### src/rtl/seg_pkg.sv
// Shared constants for the seven-segment scan driver.
// Segment codes are active-low {g,f,e,d,c,b,a}.
package seg_pkg;

  localparam int unsigned NUM_DIGITS = 8;
  localparam logic [7:0]  EN_ALL_OFF = 8'hFF;
  localparam logic [6:0]  SEG_BLANK  = 7'h7F;

  localparam logic [6:0] SEG_HEX_0 = 7'h40;
  localparam logic [6:0] SEG_HEX_1 = 7'h79;
  localparam logic [6:0] SEG_HEX_2 = 7'h24;
  localparam logic [6:0] SEG_HEX_3 = 7'h30;
  localparam logic [6:0] SEG_HEX_4 = 7'h19;
  localparam logic [6:0] SEG_HEX_5 = 7'h12;
  localparam logic [6:0] SEG_HEX_6 = 7'h02;
  localparam logic [6:0] SEG_HEX_7 = 7'h78;
  localparam logic [6:0] SEG_HEX_8 = 7'h00;
  localparam logic [6:0] SEG_HEX_9 = 7'h10;
  localparam logic [6:0] SEG_HEX_A = 7'h08;
  localparam logic [6:0] SEG_HEX_B = 7'h03;
  localparam logic [6:0] SEG_HEX_C = 7'h46;
  localparam logic [6:0] SEG_HEX_D = 7'h21;
  localparam logic [6:0] SEG_HEX_E = 7'h06;
  localparam logic [6:0] SEG_HEX_F = 7'h0E;

endpackage

### src/rtl/hex7seg_dec.sv
// Combinational nibble to active-low seven-segment decoder.
module hex7seg_dec
  import seg_pkg::*;
(
  input  logic [3:0] nibble,
  output logic [6:0] seg
);

  always_comb begin
    seg = SEG_BLANK;
    unique case (nibble)
      4'h0: seg = SEG_HEX_0;
      4'h1: seg = SEG_HEX_1;
      4'h2: seg = SEG_HEX_2;
      4'h3: seg = SEG_HEX_3;
      4'h4: seg = SEG_HEX_4;
      4'h5: seg = SEG_HEX_5;
      4'h6: seg = SEG_HEX_6;
      4'h7: seg = SEG_HEX_7;
      4'h8: seg = SEG_HEX_8;
      4'h9: seg = SEG_HEX_9;
      4'hA: seg = SEG_HEX_A;
      4'hB: seg = SEG_HEX_B;
      4'hC: seg = SEG_HEX_C;
      4'hD: seg = SEG_HEX_D;
      4'hE: seg = SEG_HEX_E;
      4'hF: seg = SEG_HEX_F;
    endcase
  end

endmodule

### src/rtl/seg_scan_driver.sv
// Eight-digit multiplexed seven-segment scanner with frame-synchronous double buffering.
// Optional SEG_LZ_BLANK_EN: blank leading zero digits (digit 0 always shown).
module seg_scan_driver
  import seg_pkg::*;
#(
  parameter int unsigned REFRESH_DIV = 100000,
  parameter int unsigned BLANK_GAP   = 4
) (
  input  logic        Clk,
  input  logic        Reset,
  input  logic [31:0] Data,
  input  logic        Load,
  output logic [7:0]  en_out,
  output logic [6:0]  out7,
  output logic        frame_done
);

  localparam int unsigned CntW = $clog2(REFRESH_DIV);
  localparam logic [CntW-1:0] CntMax   = CntW'(REFRESH_DIV - 1);
  localparam logic [CntW-1:0] BlankGap = CntW'(BLANK_GAP);

  logic [CntW-1:0] cnt_q, cnt_d;
  logic [2:0]      idx_q, idx_d;
  logic [31:0]     shadow_q, shadow_d;
  logic [31:0]     disp_q, disp_d;
  logic            pending_q, pending_d;
  logic [7:0]      en_q, en_d;
  logic [6:0]      seg_q, seg_d;
  logic            fd_q, fd_d;

  logic            slot_wrap;
  logic [3:0]      nibble;
  logic [6:0]      dec_seg;
  logic            suppress;

  assign slot_wrap = (cnt_q == CntMax);
  assign nibble    = disp_q[{idx_q, 2'b00} +: 4];

  hex7seg_dec u_dec (
    .nibble (nibble),
    .seg    (dec_seg)
  );

`ifdef SEG_LZ_BLANK_EN
  logic [NUM_DIGITS-1:0] keep;
  always_comb begin
    keep = '0;
    for (int k = 0; k < NUM_DIGITS; k++) begin
      keep[k] = (k == 0) || (|(disp_q >> (4 * k)));
    end
  end
  assign suppress = ~keep[idx_q];
`else
  assign suppress = 1'b0;
`endif

  always_comb begin
    cnt_d     = slot_wrap ? '0 : cnt_q + 1'b1;
    idx_d     = slot_wrap ? idx_q + 3'd1 : idx_q;
    fd_d      = slot_wrap && (idx_q == 3'd7);
    shadow_d  = shadow_q;
    disp_d    = disp_q;
    pending_d = pending_q;

    // The boundary is the frame_done cycle; digit 0 is still blanked, so a commit here
    // is never torn. A Load on that cycle bypasses the shadow and beats any pending word.
    if (fd_q) begin
      pending_d = 1'b0;
      if (Load) begin
        disp_d = Data;
      end else if (pending_q) begin
        disp_d = shadow_q;
      end
    end else if (Load) begin
      shadow_d  = Data;
      pending_d = 1'b1;
    end

    if (cnt_q < BlankGap) begin
      en_d  = EN_ALL_OFF;
      seg_d = SEG_BLANK;
    end else begin
      en_d  = ~(8'b1 << idx_q);
      seg_d = suppress ? SEG_BLANK : dec_seg;
    end
  end

  always_ff @(posedge Clk or negedge Reset) begin
    if (!Reset) begin
      cnt_q     <= '0;
      idx_q     <= '0;
      shadow_q  <= '0;
      disp_q    <= '0;
      pending_q <= 1'b0;
      en_q      <= EN_ALL_OFF;
      seg_q     <= SEG_BLANK;
      fd_q      <= 1'b0;
    end else begin
      cnt_q     <= cnt_d;
      idx_q     <= idx_d;
      shadow_q  <= shadow_d;
      disp_q    <= disp_d;
      pending_q <= pending_d;
      en_q      <= en_d;
      seg_q     <= seg_d;
      fd_q      <= fd_d;
    end
  end

  assign en_out     = en_q;
  assign out7       = seg_q;
  assign frame_done = fd_q;

endmodule

### config.mk
export PLATFORM = sky130hd
export DESIGN_NAME = seg_scan_driver
export DESIGN_NICKNAME = d
export VERILOG_FILES = /design/src/rtl/seg_pkg.sv /design/src/rtl/hex7seg_dec.sv /design/src/rtl/seg_scan_driver.sv
export SDC_FILE = /design/constraint.sdc
export NUM_CORES = 1
export LEC_CHECK = 0
export BUFFER_PORTS_ARGS = -buffer_cell sky130_fd_sc_hd__buf_2
export CAP_MARGIN = 15
export CORE_MARGIN = 3
export CORE_UTILIZATION = 59
export CTS_CLUSTER_SIZE = 8
export DETAILED_ROUTE_END_ITERATION = 10
export PLACE_DENSITY_LB_ADDON = 0.2
export SYNTH_ARGS = -nofsm -noshare
export SYNTH_HDL_FRONTEND = slang
export SYNTH_HIERARCHICAL = 1
export SYNTH_SLANG_ARGS = --single-unit
### constraint.sdc
create_clock -name Clk -period 3 [get_ports Clk]
set_input_delay 0.45 -clock Clk [delete_from_list [all_inputs] [get_ports Clk]]
set_output_delay 0.45 -clock Clk [all_outputs]
set_load 0.02 [all_outputs]
After elaboration in Yosys (flattened, before gate mapping)
Memories as Yosys holds them, arrays and structs flattened. Cells that the tools add are included.

Register bits after elaboration: 101. Latch bits: 0. Memory bits (writable): 0. Memory bits (read-only): 112. Word-level logic and storage cells: 30. Memories kept: 1.

Add/subtract/negate cells: 2. Multiply operators: 0. Divide/modulo/power cells: 0. Order comparisons: 1. Eq/ne operators: 2. Shift operators: 2. Muxes and demuxes: 7. Bitwise logic cells: 2. Reduce and logical (&&, ||, !) cells: 5.

Memories: (name not given) (depth 16, width 7, read ports 1, clocked after memory_dff 0, wr ports 0, line hex7seg_dec.sv:11) `unique case (nibble)`.

Operator list (count): 2-to-1 mux 32 bit (2); indexed part select 32 x 6 -> 4 bit (1); adder 17 x 1 -> 17 bit (second input constant) (1); == test 17 bit (second input constant) (1); less-than comparator 17 x 3 -> 1 bit (second input constant) (1); 2-to-1 mux 17 bit (1); 2-to-1 mux 8 bit (1); inverter 8 bit (1); left shift 1 x 3 -> 8 bit (first input constant) (1); 2-to-1 mux 7 bit (1); AND reduction 2 bit (2); nonzero test 2 bit (2); adder 3 x 1 -> 3 bit (second input constant) (1); == test 3 bit (second input constant) (1); 2-to-1 mux 1 bit (2); logical AND 1 bit (1); inverter 1 bit (1).

Depth between registers and ports, before layout
Depth in word-level cells: 3. Mapped depth: 10. Gate-level depth less buffers: 9.

Modules after synthesis
The synthesis kept the hierarchy.

By module, submodules not included: seg_scan_driver (times used 1, cells an instance 368, area an instance 4559.4 µm², sequential area each 2546.2 µm²); hex7seg_dec (times used 1, cells an instance 32, area an instance 275.3 µm², sequential area each 0.0 µm²).

Least setup slack after synthesis
No wires, ideal clock.

Kind: flip-flop to flip-flop. From: register idx_q[0]. To: register seg_q[0] (netlist: out7[0]). Library setup time: 0.062 ns. Data arrival time: 2.355 ns. Required time: 2.938 ns. Path slack: 0.584 ns. Cell stages (with the launch flop): 11. Buffers on the path: 1. Clock period less this slack: 2.416 ns. Path through: dfrtp_1 buf_2 mux4_2 nand2_1 nand2_1 inv_1 ha_1 and2b_2 or3b_1 o21ai_0 nand2b_1.

Word-level cells in the longest chain between the ends: 3.

Ends and longest elaborated chain: from (decl) (line seg_scan_driver.sv:23) `logic [2:0] idx_q, idx_d;`; from (signal assigned) (line seg_scan_driver.sv:100) `idx_q <= idx_d;`; indexed part select 32 x 6 -> 4 bit (line seg_scan_driver.sv:37) `assign nibble = disp_q[{idx_q, 2'b00} +: 4];`; net nibble[1] (line seg_scan_driver.sv:32) `logic [3:0] nibble;`; memory (16 x 7 bit); net dec_seg[0] (line seg_scan_driver.sv:33) `logic [6:0] dec_seg;`; 2-to-1 mux 7 bit (line seg_scan_driver.sv:79) `if (cnt_q < BlankGap) begin`; net seg_d[0] (line seg_scan_driver.sv:28) `logic [6:0] seg_q, seg_d;`; to (signal assigned) (line seg_scan_driver.sv:105) `seg_q <= seg_d;`; to (decl) (line seg_scan_driver.sv:28).

The timed path passes the listed nets, and every way through them passes these cells. A chain may end at the register's enable or synchronous reset.

Worst setup path in the final report
Ends and elaborated chain as after synthesis.

==> results.sh <==
export IMPL_critPathLaunch="idx_q[0]"
export IMPL_setup_violations=0
export IMPL_p_per_area_nw_per_um2=446
export IMPL_place_hpwl_um=6340
export IMPL_antenna_found_initial=0
export IMPL_drive_above_1_share_pct=31.1
export IMPL_firstDrtPassIters=5
export IMPL_cts_max_level=3
export IMPL_routedWlPerCell_um=15.4
export IMPL_fin_ws_ps=354
export IMPL_cp_common_cell="nand2_1"
export IMPL_crit_path_cell_trace="mux4_2 > nand2_1 > nand2_1 > inv_1 > ha_1 > and2b_2 > or3b_1 > o21ai_0 > nand2b_1"
export IMPL_port_buffers=50
export IMPL_yosysSeqAreaShare_pct=52.7
export IMPL_clk_path_buf_depth=2
export IMPL_antenna_left=0
export IMPL_synth_cell_area_um2=4830
export IMPL_avgSynthCellArea_um2=12.1
export IMPL_syn2layout_area_growth_pct=10.7
export IMPL_holdBufCountCts=0
export IMPL_vias_per_cell=5.53
export IMPL_die_height_um=96.5
export IMPL_grt_use_total_pct=20.3
export IMPL_grt_pass1_vias=3112
export IMPL_fin_crit_sh_pct=88.2
export IMPL_yosysWarnings=6
export IMPL_ys_flop_type="dfrtp_1"
export IMPL_cts_sinks=101
export IMPL_most_common_layout_cells="dfrtp_1 (86), nand2_1 (60), buf_2 (49)"
export IMPL_io_pins=51
export IMPL_synth_edf_count=0
export IMPL_synthArstFlopShare_pct=100
export IMPL_vias=3055
export IMPL_cts_buffers=9
export IMPL_synthDistinctLibCells=46
export IMPL_yosysTopAreaCell="dfrtp_1"
export IMPL_startpoint_type="flop"
export IMPL_grt_start_max_net_pins=56
export IMPL_tns_ps=0
export IMPL_drc=0
export IMPL_syn_nets=449
export IMPL_cts_tree="done"
export IMPL_max_slew_margin_pct=56.4
export IMPL_wl_um=8520
export IMPL_cp_required_ps=3290
export IMPL_ys_ff_latch=101
export IMPL_tightest_slew_ps=652
export IMPL_crit_type="flop to flop"
export IMPL_path_clk_slew_ps=100
export IMPL_rows=32
export IMPL_place_gp_congestion=0.812
export IMPL_hold_violations=0
export IMPL_postLayoutCellArea_um2=5350
export IMPL_p_leak_uw=0.00246
export IMPL_layout_commonest_cell="dfrtp_1"
export IMPL_clock_latency_ps=360
export IMPL_r2r_start="idx_q[0]"
export IMPL_worst_path_max_delay_cell="dfrtp_1"
export IMPL_start_util_pct=61.6
export IMPL_end_kind="flop"
export IMPL_drv_slew=0
export IMPL_grt_ovfl_total=0
export IMPL_die_area_um2=9320
export IMPL_cts_root_buf="clkbuf_8"
export IMPL_worst_path_buf_inv=1
export IMPL_status="finished, final reports clean"
export IMPL_grt_pass1_wl_um=14500
export IMPL_synth_top_area_share_pct=44.5
export IMPL_hold_path_class="input pin to async pin"
export IMPL_clock_fmax_mhz=378
export IMPL_drtIter0Drc=113
export IMPL_synth_area_leaders="dfrtp_1 (45%), dfstp_2 (8.2%), mux2i_1 (7.5%)"
export IMPL_crit_arrival_ps=2940
export IMPL_dieWidth_um=96.5
export IMPL_fin_util_pct=68.2
export IMPL_syn_inst=400
export IMPL_maxCapViolCount=0
export IMPL_irDropWorstVdd_mv=0.326
export IMPL_place_ws_ps=360
export IMPL_critPathMaxStageDelay_ps=650
export IMPL_fin_nets=494
export IMPL_cts_setup_buffers=0
export IMPL_core_area_um2=7850
export IMPL_worstPathMaxFanout=10
export IMPL_path_delay_family="simple AND/OR/NAND/NOR gates"
export IMPL_num_antenna_cells=0
export IMPL_rsz0062_at_grt="no"
export IMPL_finalWorstPathRequiredPeriod_ps=2650
export IMPL_ctsResizeCount=0
export IMPL_post_dp_cell_area_um2=5170
export IMPL_clock_skew_ps=7.70
layout make-up:
type                       instances  area [um2]
clock inverter                     6        47.5
tap                              102         128
sequential                       101        2550
multi-input combinational        269        2140
inverter                           7        26.3
timing repair buffer              57         330
clock buffer                      10         138
fill                             600        2500
logic make-up (layout without fill, tap and decap cells):
family          after synthesis  after routing  synth area share, %
buf+inv                      30             80                 3.36
compound gates               42             42                 4.79
simple gates                119            119                 13.1
flops                       101            101                 52.7
mux                          79             79                 19.7
xor+xnor                     15             15                 2.72
fa+ha+maj                    14             14                 3.62
stage by stage:
stage,instances,total power (uW),hold slack [ps]
2_1_floorplan,400,1540,154
3_3_place_gp,536,1610,462
3_5_place_dp,536,1620,469
4_1_cts,552,2430,104
5_1_grt,552,2490,124
6_report,552,2390,96.9
metal layers:
metal | track usage (%) | wire length, um | vias to the layer above
met2 | 33.7 | 4220 | 65
met4 | 6.78 | 85 | 0
met1 | 26.4 | 3840 | 1503
met5 | 0 | 0 | -
li1 | - | - | 1480
met3 | 4.42 | 373 | 7
cell usage after synthesis, types with 4 or more instances:
cell type / n
xor2_1: 9
nand4_1: 9
mux2_2: 30
nand3_1: 4
dfrtp_1: 86
mux4_2: 8
mux2i_1: 36
nor2_1: 16
dfstp_2: 15
o21ai_0: 35
inv_1: 7
nand2b_1: 7
buf_2: 11
nand2_1: 60
ha_1: 14
clkbuf_1: 4
xnor2_1: 6
worst paths after layout:
kind | end | slack (ps) | cells after the start
setup / recovery | out7[0] | 350 | 9
hold / removal | disp_q[5] | 100 | 1
setup reg to reg | out7[0] | 350 | 9
hold reg to reg | disp_q[14] | 490 | 2
max in group asynchronous | out7[4] | 2200 | 2
min in group Clk | shadow_q[18] | 320 | 2
report_power, final:
| group | switching [uW] | internal [uW] |
|---|---|---|
| Clock | 468 | 330 |
| Combinational | 81.2 | 83.1 |
| Sequential | 20.5 | 1400 |
| Total | 570 | 1820 |
registers in the layout, indices dropped and copies added (netlist names):
name        flops
out7            7
pending_q       1
shadow_q       32
disp_q         32
cnt_q          17
frame_done      1
idx_q           3
en_out          8
Power figures use the tool's default switching activity.
